==> config.mk <==
export PLATFORM = sky130hd
export DESIGN_NAME = mac_ts_reader
export DESIGN_NICKNAME = d
export VERILOG_FILES = /design/src/rtl/mac_ts_reader.sv
export SDC_FILE = /design/constraint.sdc
export NUM_CORES = 1
export LEC_CHECK = 0
export ABC_AREA = 1
export CAP_MARGIN = 30
export CELL_PAD_IN_SITES_DETAIL_PLACEMENT = 0
export CELL_PAD_IN_SITES_GLOBAL_PLACEMENT = 2
export CORE_UTILIZATION = 42
export CTS_BUF_LIST = sky130_fd_sc_hd__clkbuf_16
export DETAILED_ROUTE_END_ITERATION = 12
export PLACE_DENSITY_LB_ADDON = 0.1
export SLEW_MARGIN = 5
export SYNTH_ARGS = -nofsm -noshare
export SYNTH_HDL_FRONTEND = slang
export SYNTH_SLANG_ARGS = --single-unit
export TNS_END_PERCENT = 10
==> constraint.sdc <==
create_clock -name clk -period 5.2 [get_ports clk]
set_input_delay 1.04 -clock clk [delete_from_list [all_inputs] [get_ports clk]]
set_output_delay 1.04 -clock clk [all_outputs]
set_load 0.1 [all_outputs]
==> src/rtl/mac_ts_reader.sv <==
// mac_ts_reader: captures rx timestamps into a FIFO that host software drains through a req/ack register port.
module mac_ts_reader #(
  parameter int DEPTH_BITS = 4,
  parameter int ADDR_WIDTH = 3,
  parameter int DATA_WIDTH = 32
) (
  input  logic                  clk,
  input  logic                  reset,
  input  logic [63:0]           ts_in,
  input  logic                  ts_valid,
  input  logic                  reg_req,
  input  logic                  reg_rd_wr_L,
  input  logic [ADDR_WIDTH-1:0] reg_addr,
  input  logic [DATA_WIDTH-1:0] reg_wr_data,
  output logic [DATA_WIDTH-1:0] reg_rd_data,
  output logic                  reg_ack,
  output logic                  ts_pending
);
  localparam int DEPTH = 1 << DEPTH_BITS;
  localparam int CW = DEPTH_BITS + 1;
  localparam logic [ADDR_WIDTH-1:0] TS_LOW = ADDR_WIDTH'(0), TS_HIGH = ADDR_WIDTH'(1),
    STATUS = ADDR_WIDTH'(2), DROPPED = ADDR_WIDTH'(3), CTRL = ADDR_WIDTH'(4);
  typedef enum logic [1:0] {IDLE, ACK, WAIT} state_t;
  state_t state, state_nxt;
  logic [63:0] mem [DEPTH];
  logic [DEPTH_BITS-1:0] wr_ptr, rd_ptr;
  logic [CW-1:0] count, count_nxt;
  logic [31:0] dropped, rd_word;
  logic [63:0] head;
  logic overflow, enable, empty, full, accept, wr;
  logic op_pop, op_flush, op_clr_ovf, op_clr_drop, op_ctrl, op_en;
  logic in_ack, pop, flush, push, drop, wr_en;
  assign empty = count == '0;
  assign full = count == CW'(DEPTH);
  assign head = empty ? '0 : mem[rd_ptr];
  assign accept = state == IDLE && reg_req;
  assign wr = !reg_rd_wr_L;
  assign in_ack = state == ACK;
  assign reg_ack = in_ack;
  assign pop = in_ack && op_pop;
  assign flush = in_ack && op_flush;
  assign push = ts_valid && enable && !flush;
  assign drop = push && full && !pop;
  assign wr_en = push && !drop;
  assign count_nxt = flush ? '0 : count + CW'(wr_en) - CW'(pop);
  always_comb begin
    state_nxt = state == IDLE ? (reg_req ? ACK : IDLE) : state == ACK ? WAIT : (reg_req ? WAIT : IDLE);
    rd_word = reg_addr == TS_LOW  ? head[31:0] :
              reg_addr == TS_HIGH ? head[63:32] :
              reg_addr == STATUS  ? {13'd0, overflow, full, empty, 16'(count)} :
              reg_addr == DROPPED ? dropped :
              reg_addr == CTRL    ? {31'd0, enable} : '0;
  end
  // Side effects are decided from the request as sampled in IDLE and applied in the ACK cycle.
  always_ff @(posedge clk or negedge reset)
    if (!reset) begin
      state <= IDLE;
      wr_ptr <= '0;
      rd_ptr <= '0;
      count <= '0;
      overflow <= 1'b0;
      dropped <= '0;
      enable <= 1'b1;
      reg_rd_data <= '0;
      ts_pending <= 1'b0;
      {op_pop, op_flush, op_clr_ovf, op_clr_drop, op_ctrl, op_en} <= '0;
    end else begin
      state <= state_nxt;
      reg_rd_data <= accept && reg_rd_wr_L ? DATA_WIDTH'(rd_word) : '0;
      if (accept) begin
        op_pop <= !wr && reg_addr == TS_HIGH && !empty;
        op_flush <= wr && reg_addr == CTRL && reg_wr_data[1];
        op_clr_ovf <= wr && reg_addr == STATUS && reg_wr_data[18];
        op_clr_drop <= wr && reg_addr == DROPPED;
        op_ctrl <= wr && reg_addr == CTRL;
        op_en <= reg_wr_data[0];
      end
      wr_ptr <= flush ? '0 : wr_ptr + DEPTH_BITS'(wr_en);
      rd_ptr <= flush ? '0 : rd_ptr + DEPTH_BITS'(pop);
      count <= count_nxt;
      ts_pending <= count_nxt != '0;
      overflow <= (overflow && !(in_ack && op_clr_ovf)) || drop;
      dropped <= in_ack && op_clr_drop ? 32'(drop) : dropped + 32'(drop && dropped != '1);
      if (in_ack && op_ctrl) enable <= op_en;
    end
  always_ff @(posedge clk)
    if (wr_en) mem[wr_ptr] <= ts_in;
endmodule
# == Word-level counts from Yosys, hierarchy flattened ==
# Memories as Yosys holds them, arrays and structs flattened.
# Cells that the tools add are included.
# W data, S select, Z words.
# classes
n_mux,17
eq_ne,7
n_reduce_logical,32
n_addsub,5
# ops
cell,n
$mux W32,6
$mux W64,1
$add A32 B1 Y32,1
$ne A32 B32 Y1 const B,1
$logic_and A1 B1 Y1,21
$add A4 B1 Y4,2
$mux W4,2
$eq A3 B2 Y1 const B,2
$logic_not A1 Y1,6
$mux W2,3
$add A5 B1 Y5,1
$eq A5 B5 Y1 const B,1
$logic_not A5 Y1,1
$mux W5,1
$reduce_bool A5 Y1,1
$sub A5 B1 Y5,1
$mux W1,4
$eq A3 B1 Y1 const B,1
$eq A3 B3 Y1 const B,1
$logic_not A3 Y1,1
$eq A2 B1 Y1 const B,1
$logic_not A2 Y1,1
$logic_or A1 B1 Y1,1
# totals
mem_bits_rw,1024
wordCells,77
n_memories,1
input_bits,104
reg_bits,88
out_inout_bits,34
# memory_table
name,words,width,read_ports,rd_ports_with_merged_regs,write_ports,line_no,source
mem,16,64,1,0,1,25,logic [63:0] mem [DEPTH];

# == Depth between registers and ports, before layout ==
# Gate-level depths: netlist of run 1.
# logic_depth
word_depth,12
depth_mapped,18
depth_no_buf,18

# == Worst setup path before layout of run 1 ==
# No wires, ideal clock.
# synth_timing
kind,flip-flop to flip-flop
from,register state[1]
to,"memory mem[0][0], enable pin"
path_slack_ps,279
n_path_buf,0
required_ps,4714
synth_period_minus_slack_ps,4921
arrival_time_ps,4435
path_stages_with_launch,8
setup_ps,486
path_cell_list,dfrtp_1 -> nor2_4 -> inv_1 -> nor2_1 -> nor2_1 -> nor2_4 -> nand3_1 -> nor2_1
# synth_between
elab_chain_len,10
word_cells_on_any_way,12
classes_between,eq/ne (1); mux (2); reduce/logical (9)
# synth_lines
element,line_no,source
start: declaration,24,"state_t state, state_nxt;"
start signal: assignment,68,state <= state_nxt;
$eq A2 B1 Y1 *,38,assign in_ack = state == ACK;
net reg_ack,16,"output logic reg_ack,"
$logic_and A1 B1 Y1,41,assign flush = in_ack && op_flush;
$logic_not A1 Y1,42,assign push = ts_valid && enable && !flush;
$logic_and A1 B1 Y1,42,
$logic_and A1 B1 Y1 (2 in a row),43,assign drop = push && full && !pop;
$logic_not A1 Y1,44,assign wr_en = push && !drop;
$logic_and A1 B1 Y1 *,44,
$mux W1 *,87,if (wr_en) mem[wr_ptr] <= ts_in;
$mux W1 (implied by the code) *,87,
end: declaration,25,
# Mark *: on every way through the listed nets, which the timed path passes. The rest lies on a longest branch.

# == Worst setup path in the final report of run 1 ==
# layout_timing
from,register count[2]
to,register dropped[26]
# layout_between
elab_chain_len,6
# layout_lines
element,line_no,source
start: declaration,27,"logic [CW-1:0] count, count_nxt;"
start signal: assignment,80,count <= count_nxt;
$eq A5 B5 Y1,34,assign full = count == CW'(DEPTH);
$logic_and A1 B1 Y1 (2 in a row),43,
$logic_and A1 B1 Y1,83,dropped <= in_ack && op_clr_drop ? 32'(drop) : dropped + 32'(drop && dropped != '1);
$add A32 B1 Y32,83,
$mux W32,83,
end signal: assignment,83,
end: declaration,28,"logic [31:0] dropped, rd_word;"
# Every way passes these cells.
# A chain may end at the register's enable or synchronous reset.

==> results.txt, run 1 <==
----------------------------------------------------
[Timing]
  Final hold slack ... 0.4525 ns
  Max Fclk ... 0.2819 GHz
  Final Hold Fails ... 0
  Relative slew slack ... 0.3455
  Period Utilization, post-route ... 0.6822
  Post-route clock skew ... 0.03887 ns
  Total of endpoints with negative setup slack in the final report ... 0
  Number of slew-limit violations in the final report ... 0
  Worst-margin pin slew ... 0.9787 ns
  Post-layout min period ... 3.548 ns
  Post-route setup TNS ... 0 ns
  RSZ-0062 raised after global routing ... no

[Power]
  Total leakage power ... 20.67 nW
  Worst IR drop on VDD ... 0.0004901 V
  PD cells ... 468.7 mW/mm^2

[Finish]
  Nets@finish ... 4,492
  Area growth, synth to finish ... 13.36%
  Proportion of layout cells with a drive suffix above 1 ... 0.07081
  Most common library cell in the layout ignoring fill and taps ... sky130_fd_sc_hd__nand2_1
  Most used cells in the layout excluding fill and tap cells ... 1,654 x sky130_fd_sc_hd__nand2_1, 1,024 x sky130_fd_sc_hd__edfxtp_1, 680 x sky130_fd_sc_hd__nand3_1, 321 x sky130_fd_sc_hd__inv_1, 121 x sky130_fd_sc_hd__clkbuf_16

[Clock tree]
  Buffer cell driving the clock tree root ... sky130_fd_sc_hd__clkbuf_16
  CTS H-Tree Depth ... 3
  Later-pin clock latency in the skew report ... 0.73 ns
  Post-cts hold buffer count ... 0
  Total CTS buffers ... 121
  Setup Buffers After CTS ... 0
  CTS clock-pin slew for the worst setup and hold paths ... 0.06 ns
  Clock tree from TritonCTS ... done
  Maximum number of buffers from clock root to sink ... 3
  Clock net sink count ... 1,112
  Post-cts repair resize count ... 0

[Global route]
  Number of antenna violations at the first check in global routing ... 4
  Via count of the first global-routing pass ... 29,410
  Maximum number of pins on one net before global-route repair ... 185
  Total track usage ... 0.2386
  Total gr overflow ... 0
  Wire length of the first global-routing pass ... 197,300 um

[Floorplanning]
  Die area ... 0.1132 sq mm
  Initial core utilization ... 0.4241
  Area of the core ... 0.1108 sq mm
  Row count ... 122
  Horizontal die dimension ... 336.5 um
  I/O pin count ... 138
  Die Span Y ... 336.5 um

[Worst setup path]
  Family of cells with the greatest summed delay on the critical path ... simple AND/OR/NAND/NOR gates
  Required time at the worst-slack endpoint ... 5.75 ns
  Critical-path cell list ... inv_1, ha_1, nand4_1, nor2_1, nand4_1, a41oi_1, ha_1, ha_1, nand2_1, nor2_2, nand2_2, nor2_2, nand2_1, nor2_2, nand2_1, nor2_1, nor3_1
  Type of the worst setup path ... reg2reg
  CP max-delay cell ... sky130_fd_sc_hd__dfrtp_1
  WP data arrival ... 4.10 ns
  Reg-to-reg setup timing slack ... 1.65 ns
  CP Max Fanout ... 4
  Destination of the worst register-to-register timing path ... dropped[26]$_DFF_PN0_
  Element type at the critical path start ... flop
  Critical Path Sink Type ... flop
  Crit path buffers/inverters ... 1
  Number of cells on the worst reg-to-reg path ... 17
  FF-to-FF Start ... count[2]$_DFF_PN0_
  Delay of the slowest cell on the worst path ... 0.38 ns

[Drt]
  Number of design-rule violations left by the first detailed-router iteration ... 2,228
  Count of TritonRoute iterations in the first routing pass ... 5
  Via density per instance ... 5.054
  Count of unresolved DRC violations after routing ... 0
  Total Wirelength ... 133,700 um
  Detail-routed net length per standard cell ... 22.41 um
  Remaining antenna violation count after routing ... 0
  Total via count after detailed routing ... 30,150

[Synthesis]
  Flip-flop and latch count after synthesis ... 1,112
  Synthesized instance count ... 4,296
  Yosys synthesis warning count ... 0
  Count of distinct cell types in the synthesized netlist ... 43
  Sequential-to-total area share from yosys stat ... 0.7012
  Area of the mapped netlist ... 0.04699 sq mm
  Syn_area_per_cell ... 10.94 sq um
  Net Count, Synth ... 4,413

[Status]
  Status ... complete, no violations

[Placed design]
  Placer Congestion ... 0.8667
  Detail Placement HPWL ... 72,200 um
  Number of buffer cells added on primary ports ... 108

[Hold path]
  Class of the most critical hold timing path ... in2async

[Flow run]
  Max-cap violation count ... 0

----------------------------------------------------
## final cells by class
| type | instances | area [sq um] |
|---|---|---|
| well taps | 1488 | 1862 |
| flip-flops and latches | 1112 | 32970 |
| repair buffers | 186 | 1952 |
| diodes | 1 | 2.502 |
| multi-input cells | 2662 | 11710 |
| fillers | 10150 | 57550 |
| clock buffers | 121 | 3028 |
| inverters | 292 | 1132 |
| clock inverters | 104 | 624.3 |
## power breakdown
part           switching, mW  internal [mW]  leakage, nW
logic                   4.95           1.91         8.37
clock network           3.47           4.44         1.93
registers              0.167           10.0         10.4
## state kept, by name (all words and copies together), names as in the netlist
register     flops
ts_pending       1
count            5
mem           1024
op_ctrl          1
reg_rd_data     32
op_pop           1
state            2
op_clr_drop      1
op_en            1
rd_ptr           4
op_clr_ovf       1
overflow         1
wr_ptr           4
dropped         32
op_flush         1
enable           1
## how the worst max path moves through the flow
stage                                  start               endpoint  cells after the start
final                     count[2]$_DFF_PN0_  dropped[26]$_DFF_PN0_                     17
after global routing      count[2]$_DFF_PN0_  dropped[26]$_DFF_PN0_                     17
after CTS                 state[1]$_DFF_PN0_                reg_ack                      2
after detailed placement            ts_valid   mem[4][41]$_DFFE_PP_                      6
after global placement              ts_valid   mem[4][41]$_DFFE_PP_                      6
after floorplan           state[1]$_DFF_PN0_    mem[0][0]$_DFFE_PP_                      7
## logic make-up (layout without fill, tap and decap cells)
kind of cell / count (synthesis) / in the layout / synth area share
AND/OR/NAND/NOR: 2516 / 2516 / 0.2228
flip-flops: 1112 / 1112 / 0.7012
buffers and inverters: 522 / 703 / 0.05242
AO/OA/AOI/OAI: 119 / 119 / 0.01728
XOR/XNOR: 14 / 14 / 0.002609
adder cells (fa/ha/maj): 13 / 13 / 0.003621
other: 0 / 1 / 0
## metal layers
metal	global-route usage	wire, um	part of all wire	up-vias
met5	0	26	0.00019	-
met4	0.06876	3320	0.025	4
met3	0.02795	5228	0.039	161
met2	0.4064	65460	0.49	609
met1	0.3214	59640	0.45	14750
li1	-	-	-	14630
## through the flow
step / std cells / instance area (sq um) / util / total power [mW] / worst slack [ns]
after floorplan: 4296 / 46990 / - / 15.33 / 0.2790
after global placement: 5740 / 49620 / 0.4477 / 17.36 / 1.416
after detailed placement: 5740 / 49620 / 0.4477 / 17.36 / 1.409
after CTS: 5965 / 53270 / 0.4807 / 25.29 / 1.593
after global routing: 5965 / 53270 / 0.4807 / 26.36 / 1.247
final: 5966 / 53270 / 0.4807 / 24.97 / 1.652
## cells in the mapped netlist (all sizes together)
library cell | n | share of area
a21o | 1 | 0.00016
a21oi | 44 | 0.0047
a22o | 2 | 0.00037
a31oi | 1 | 0.00013
a32o | 2 | 0.00043
a41oi | 1 | 0.00019
buf | 182 | 0.025
clkbuf | 48 | 0.0038
dfrtp | 87 | 0.046
dfstp | 1 | 0.00056
edfxtp | 1024 | 0.65
fa | 1 | 0.00043
ha | 12 | 0.0032
inv | 292 | 0.024
nand2 | 1657 | 0.13
nand3 | 680 | 0.072
nand3b | 2 | 0.00032
nand4 | 9 | 0.0012
nor2 | 123 | 0.011
nor3 | 25 | 0.0030
nor4 | 2 | 0.00027
o211ai | 25 | 0.0065
o21ai | 36 | 0.0038
o22ai | 7 | 0.00093
or2 | 18 | 0.0024
xnor2 | 3 | 0.00056
xor2 | 11 | 0.0021
## worst reg2reg max path, stage by stage (launching register included)
cell and delay [ns]:
sky130_fd_sc_hd__dfrtp_1 0.38, sky130_fd_sc_hd__inv_1 0.13, sky130_fd_sc_hd__ha_1 0.18, sky130_fd_sc_hd__nand4_1 0.28
sky130_fd_sc_hd__nor2_1 0.33, sky130_fd_sc_hd__nand4_1 0.23, sky130_fd_sc_hd__a41oi_1 0.24, sky130_fd_sc_hd__ha_1 0.26
sky130_fd_sc_hd__ha_1 0.19, sky130_fd_sc_hd__nand2_1 0.08, sky130_fd_sc_hd__nor2_2 0.19, sky130_fd_sc_hd__nand2_2 0.16
sky130_fd_sc_hd__nor2_2 0.14, sky130_fd_sc_hd__nand2_1 0.11, sky130_fd_sc_hd__nor2_2 0.25, sky130_fd_sc_hd__nand2_1 0.09
sky130_fd_sc_hd__nor2_1 0.10, sky130_fd_sc_hd__nor3_1 0.06
(Power assumes the default switching activity.)
==> run 2: changes to the inputs <==
Clock period 5.2 ns to 3.5 ns, I/O delays scaled along.
==> run 2 against run 1 <==
Compared with the run above:
- clock skew decreased by 0.012 ns
- cell count increased by 0.75%
- wire length rose by 1.1%
- largest cell class unchanged
- combinational power up 55%
- clock power increased by 49%
- global-route usage increased by 0.36 points
- hold slack got worse by 0.43 ns
- count of clock-buffer cells in the layout shrank 2
- sequential power is 49% higher
- critical path depth stayed put
- highest routed layer unchanged
==> results.txt, run 2 (same netlist as run 1, synthesis figures left out) <==
----------------------------------------------------
[Clock tree]
  CTS H-Tree Depth ... 3
  Later-pin clock latency in the skew report ... 0.72 ns
  Post-cts repair resize count ... 0
  Clock tree from TritonCTS ... done
  CTS clock-pin slew for the worst setup and hold paths ... 0.06 ns
  Buffer cell driving the clock tree root ... sky130_fd_sc_hd__clkbuf_16
  Clock net sink count ... 1,112
  Post-cts hold buffer count ... 0
  Setup Buffers After CTS ... 0
  Total CTS buffers ... 118
  Maximum number of buffers from clock root to sink ... 3

[Drt]
  Count of unresolved DRC violations after routing ... 0
  Detail-routed net length per standard cell ... 22.47 um
  Number of design-rule violations left by the first detailed-router iteration ... 2,200
  Via density per instance ... 5.029
  Remaining antenna violation count after routing ... 0
  Total via count after detailed routing ... 30,230
  Count of TritonRoute iterations in the first routing pass ... 6
  Total Wirelength ... 135,100 um

[Floorplanning]
  Die Span Y ... 336.5 um
  Die area ... 0.1132 sq mm
  I/O pin count ... 138
  Row count ... 122
  Initial core utilization ... 0.4241
  Horizontal die dimension ... 336.5 um
  Area of the core ... 0.1108 sq mm

[Power]
  PD cells ... 694.7 mW/mm^2
  Worst IR drop on VDD ... 0.0004497 V
  Total leakage power ... 21.07 nW

[Timing]
  RSZ-0062 raised after global routing ... no
  Post-layout min period ... 3.017 ns
  Final Hold Fails ... 0
  Relative slew slack ... 0.3380
  Number of slew-limit violations in the final report ... 0
  Total of endpoints with negative setup slack in the final report ... 0
  Post-route clock skew ... 0.02717 ns
  Worst-margin pin slew ... 0.9899 ns
  Period Utilization, post-route ... 0.8620
  Max Fclk ... 0.3315 GHz

[Finish]
  Sequential cell area in the final layout ... 0.03297 sq mm
  Area growth, synth to finish ... 14.98%
  Area of the multi-input gates ... 0.01171 sq mm
  Final design utilization ... 0.4876
  Final standard cell count with taps included and fillers excluded ... 6,011
  Most common library cell in the layout ignoring fill and taps ... sky130_fd_sc_hd__nand2_1
  Largest reg by FF count ... mem
  Fill cells ... 10,190
  Registers with the most flip-flops ... mem x1024, dropped x32, reg_rd_data x32
  Nets@finish ... 4,542
  Most used cells in the layout excluding fill and tap cells ... 1,654 x sky130_fd_sc_hd__nand2_1, 1,024 x sky130_fd_sc_hd__edfxtp_1, 680 x sky130_fd_sc_hd__nand3_1, 314 x sky130_fd_sc_hd__inv_1, 119 x sky130_fd_sc_hd__clkbuf_16
  Proportion of layout cells with a drive suffix above 1 ... 0.08538
  Number of flip-flops in the largest register ... 1,024

[Worst setup path]
  Required time at the worst-slack endpoint ... 4.08 ns
  CP max-delay cell ... sky130_fd_sc_hd__dfrtp_1
  CP Max Fanout ... 4
  Type of the worst setup path ... reg2reg
  Delay of the slowest cell on the worst path ... 0.39 ns
  WP data arrival ... 3.59 ns
  Critical-path cell list ... inv_1, ha_1, nand4_1, nor2_1, nand4_1, a41oi_1, ha_1, ha_1, nand2_1, nor2_2, nand2_2, nor2_2, nand2_1, nor2_2, nand2_1, nor2_1, nor3_1
  Element type at the critical path start ... flop
  Critical Path Sink Type ... flop

[Hold path]
  Class of the most critical hold timing path ... in2async

[Global route]
  Maximum number of pins on one net before global-route repair ... 130
  Via count of the first global-routing pass ... 29,590
  Number of antenna violations at the first check in global routing ... 6
  Wire length of the first global-routing pass ... 199,100 um
  Total gr overflow ... 0
  Total track usage ... 0.2422

[Placed design]
  Number of buffer cells added on primary ports ... 108
  Placed Cells incl. Taps ... 5,793
  Placer Congestion ... 0.8956
  Detail Placement HPWL ... 77,400 um

[Flow run]
  Max-cap violation count ... 0

[Status]
  Status ... complete, no violations

----------------------------------------------------
## run 2: changes by cell type in the layout (fill, tap and decap cells not counted), sizes merged
cell	before	now
buf	79	149
clkinvlp	4	1
clkinv	58	57
bufinv	5	7
inv	329	324
diode	1	2
clkbuf	121	119
clkdlybuf4s50	107	90
## run 2: report_power, final
group | internal (mW) | leakage, nW | switching [mW]
combinational | 3.06 | 8.79 | 7.53
sequential | 14.9 | 10.4 | 0.266
clock | 6.64 | 1.90 | 5.14
total | 24.6 | 21.1 | 12.9
## run 2: per-stage QoR
step                instance area, sq um  setup WS (ns)  setup TNS (ns)  total power [mW]  hold slack, ns
floorplan                          47030        -0.4171         -427.03             22.78          0.4044
global placement                   50400         0.2619               0             26.18          0.4569
detailed placement                 50400         0.2690               0             26.17          0.4643
CTS                                54030         0.4766               0             37.96        0.009021
global route                       54040        0.08181               0             39.58         0.04768
finish                             54040         0.4830               0             37.54         0.01851
## run 2: per-layer routing
metal  track usage  vias up  wire (um)
met2        0.3983      592      64720
met5             0        -         43
met3       0.03888      202       6027
met4       0.08772        6       4752
met1        0.3246    14700      59550
li1              -    14730          -
## run 2: final timing paths
kind	from	endpoint	slack (ns)	cells past startpoint
worst max-delay path	count[3]$_DFF_PN0_	dropped[26]$_DFF_PN0_	0.48	17
worst min-delay path	reset	reg_rd_data[22]$_DFF_PN0_	0.02	1
worst min register to register	dropped[12]$_DFF_PN0_	dropped[12]$_DFF_PN0_	0.48	1
worst max register to register	count[3]$_DFF_PN0_	dropped[26]$_DFF_PN0_	0.48	17
max in group asynchronous	reset	enable$_DFFE_PN1P_	2.64	2
min in group clk	dropped[12]$_DFF_PN0_	dropped[12]$_DFF_PN0_	0.48	1
## run 2: layout make-up
class,count,area share
Inverter,292,0.02096
Multi-Input combinational cell,2662,0.2166
Antenna cell,2,0.00009262
Clock buffer,119,0.05511
Clock inverter,97,0.01209
Timing Repair Buffer,239,0.05057
Tap cell,1488,0.03445
Sequential cell,1112,0.6101
## run 2: worst max-delay path, delay by kind of cell, from the launching register on
family	cells	cell delay (ns)
and+or+nand+nor	12	1.61
adders and majority gates	3	0.58
DFF	1	0.39
AOI/OAI and AO/OA	1	0.20
buffers and inverters	1	0.10
==> run 3: changes to the inputs <==
Settings changed: CORE_MARGIN from default to 10.
==> run 3 against run 2 <==
Compared with the run above:
- count of clock-buffer cells in the layout rose by 6
- global-route usage decreased by 2.7 points
- non-clock buffer count shrank 16
- highest routed layer unchanged
- wire length increased by 1.2%
- critical endpoint unchanged
==> results.txt, run 3 (same netlist as run 1, synthesis figures left out) <==
----------------------------------------------------
[Placed design]
  Number of buffer cells added on primary ports ... 108
  Placed instance area ... 0.05032 sq mm
  Detail Placement HPWL ... 77,320 um
  Placer Congestion ... 0.8653
  Placed Cells incl. Taps ... 5,777
  Post-Place Setup Slack ... 0.2022 ns

[Clock tree]
  Setup Buffers After CTS ... 0
  Later-pin clock latency in the skew report ... 0.72 ns
  Maximum number of buffers from clock root to sink ... 3
  CTS H-Tree Depth ... 3
  Clock tree from TritonCTS ... done
  Clock net sink count ... 1,112
  Total CTS buffers ... 119
  Buffer cell driving the clock tree root ... sky130_fd_sc_hd__clkbuf_16
  CTS clock-pin slew for the worst setup and hold paths ... 0.06 ns

[Finish]
  Nets@finish ... 4,527
  Proportion of layout cells with a drive suffix above 1 ... 0.08472
  Area growth, synth to finish ... 14.99%
  Most common library cell in the layout ignoring fill and taps ... sky130_fd_sc_hd__nand2_1
  Registers with the most flip-flops ... mem x1024, dropped x32, reg_rd_data x32
  Most used cells in the layout excluding fill and tap cells ... 1,654 x sky130_fd_sc_hd__nand2_1, 1,024 x sky130_fd_sc_hd__edfxtp_1, 680 x sky130_fd_sc_hd__nand3_1, 316 x sky130_fd_sc_hd__inv_1, 125 x sky130_fd_sc_hd__clkbuf_16
  Design area ... 0.05404 sq mm
  Number of flip-flops in the largest register ... 1,024
  Largest reg by FF count ... mem
  Final standard cell count with taps included and fillers excluded ... 5,998

[Timing]
  Final setup margin ... 0.3425 ns
  RSZ-0062 raised after global routing ... no
  Number of slew-limit violations in the final report ... 0
  Post-route setup TNS ... 0 ns
  Worst-margin pin slew ... 0.9927 ns
  Total of endpoints with negative setup slack in the final report ... 0
  Final Hold Fails ... 0
  Final hold slack ... 0.04558 ns
  Relative slew slack ... 0.3361
  Period Utilization, post-route ... 0.9021
  Post-route clock skew ... 0.02278 ns
  Post-layout min period ... 3.158 ns
  Max Fclk ... 0.3167 GHz

[Global route]
  Total track usage ... 0.2150
  Total gr overflow ... 0
  Wire length of the first global-routing pass ... 202,900 um
  Maximum number of pins on one net before global-route repair ... 119
  Via count of the first global-routing pass ... 30,000
  Number of antenna violations at the first check in global routing ... 4

[Power]
  Sequential power share ... 0.402
  PD cells ... 699.0 mW/mm^2
  Clock network fraction of total power ... 0.317
  Worst IR drop on VDD ... 0.0005669 V
  Pint ... 24.74 mW
  Part of the power in combinational logic ... 0.282
  Switching share of power ... 0.3450
  Net switching power figure ... 13.03 mW
  Total leakage power ... 21.04 nW

[Worst setup path]
  Element type at the critical path start ... flop
  Required time at the worst-slack endpoint ... 4.05 ns
  Type of the worst setup path ... reg2reg
  CP Max Fanout ... 4
  Reg-to-reg setup timing slack ... 0.34 ns
  Number of cells on the worst reg-to-reg path ... 17
  WP data arrival ... 3.71 ns
  Critical Path Sink Type ... flop

[Floorplanning]
  Area of the core ... 0.1108 sq mm
  Horizontal die dimension ... 354.5 um
  I/O pin count ... 138
  Die area ... 0.1257 sq mm
  Row count ... 122
  Initial core utilization ... 0.4241
  Die Span Y ... 354.5 um

[Drt]
  Detail-routed net length per standard cell ... 22.80 um
  Number of design-rule violations left by the first detailed-router iteration ... 2,037
  Remaining antenna violation count after routing ... 0
  Via density per instance ... 5.093
  Count of unresolved DRC violations after routing ... 0
  Total via count after detailed routing ... 30,550
  Count of TritonRoute iterations in the first routing pass ... 5
  Total Wirelength ... 136,800 um

[Flow run]
  Max-cap violation count ... 0

[Status]
  Status ... complete, no violations

[Hold path]
  Class of the most critical hold timing path ... in2async

----------------------------------------------------
==> run 3: path summary, 6_finish.rpt <==
| path | start | to |
|---|---|---|
| min in group clk | dropped[12]$_DFF_PN0_ | dropped[12]$_DFF_PN0_ |
| worst min register to register | dropped[12]$_DFF_PN0_ | dropped[12]$_DFF_PN0_ |
| worst min-delay path | reset | reg_rd_data[26]$_DFF_PN0_ |
| worst max register to register | count[3]$_DFF_PN0_ | dropped[26]$_DFF_PN0_ |
| worst max-delay path | count[3]$_DFF_PN0_ | dropped[26]$_DFF_PN0_ |
| max in group asynchronous | reset | reg_rd_data[17]$_DFF_PN0_ |
==> run 3: through the flow <==
stage | util | power [mW]
after floorplan | - | 22.78
after global placement | 0.4541 | 26.23
after detailed placement | 0.4541 | 26.24
after CTS | 0.4876 | 38.25
after global routing | 0.4876 | 39.90
final | 0.4876 | 37.77
==> run 3: final cells by class <==
type / instances / area [sq um]
diodes: 1 / 2.502
clock buffers: 125 / 3128
clock inverters: 95 / 581.8
fillers: 10090 / 56780
inverters: 292 / 1132
multi-input cells: 2662 / 11710
flip-flops and latches: 1112 / 32970
well taps: 1488 / 1862
repair buffers: 223 / 2650
==> run 3: power by group through the flow <==
stage | registers, mW | logic [mW] | clock network [mW]
5_1_grt | 15.2 | 11.9 | 12.8
4_1_cts | 15.2 | 10.8 | 12.3
2_1_floorplan | 15.5 | 7.29 | 0
3_5_place_dp | 15.4 | 10.8 | 0
3_3_place_gp | 15.4 | 10.8 | 0
6_report | 15.2 | 10.6 | 12.0
==> run 3: critical path, stage by stage, from the launching register on <==
cell	delay [ns]
sky130_fd_sc_hd__dfrtp_1	0.40
sky130_fd_sc_hd__inv_1	0.12
sky130_fd_sc_hd__ha_1	0.19
sky130_fd_sc_hd__nand4_1	0.14
sky130_fd_sc_hd__nor2_2	0.20
sky130_fd_sc_hd__nand4_1	0.20
sky130_fd_sc_hd__a41oi_1	0.24
sky130_fd_sc_hd__ha_1	0.26
sky130_fd_sc_hd__ha_1	0.19
sky130_fd_sc_hd__nand2_1	0.08
sky130_fd_sc_hd__nor2_2	0.20
sky130_fd_sc_hd__nand2_2	0.15
sky130_fd_sc_hd__nor2_2	0.13
sky130_fd_sc_hd__nand2_1	0.11
sky130_fd_sc_hd__nor2_2	0.18
sky130_fd_sc_hd__nand2_1	0.07
sky130_fd_sc_hd__nor2_1	0.09
sky130_fd_sc_hd__nor3_1	0.06
==> run 3: per-layer routing <==
| layer | wire length, um | GRT usage | share of wire | vias to the layer above |
|---|---|---|---|---|
| met5 | 12 | 0 | 0.000088 | - |
| met4 | 3565 | 0.05736 | 0.026 | 2 |
| met3 | 5242 | 0.02968 | 0.038 | 190 |
| met2 | 66510 | 0.3618 | 0.49 | 570 |
| met1 | 61450 | 0.2909 | 0.45 | 15060 |
| li1 | - | - | - | 14720 |
==> run 3: what timing repair did <==
item,CTS,global route
hold endpoints to repair,0,0
resized for setup,0,1
hold buffers,0,0
endpoints found under the setup margin,0,1
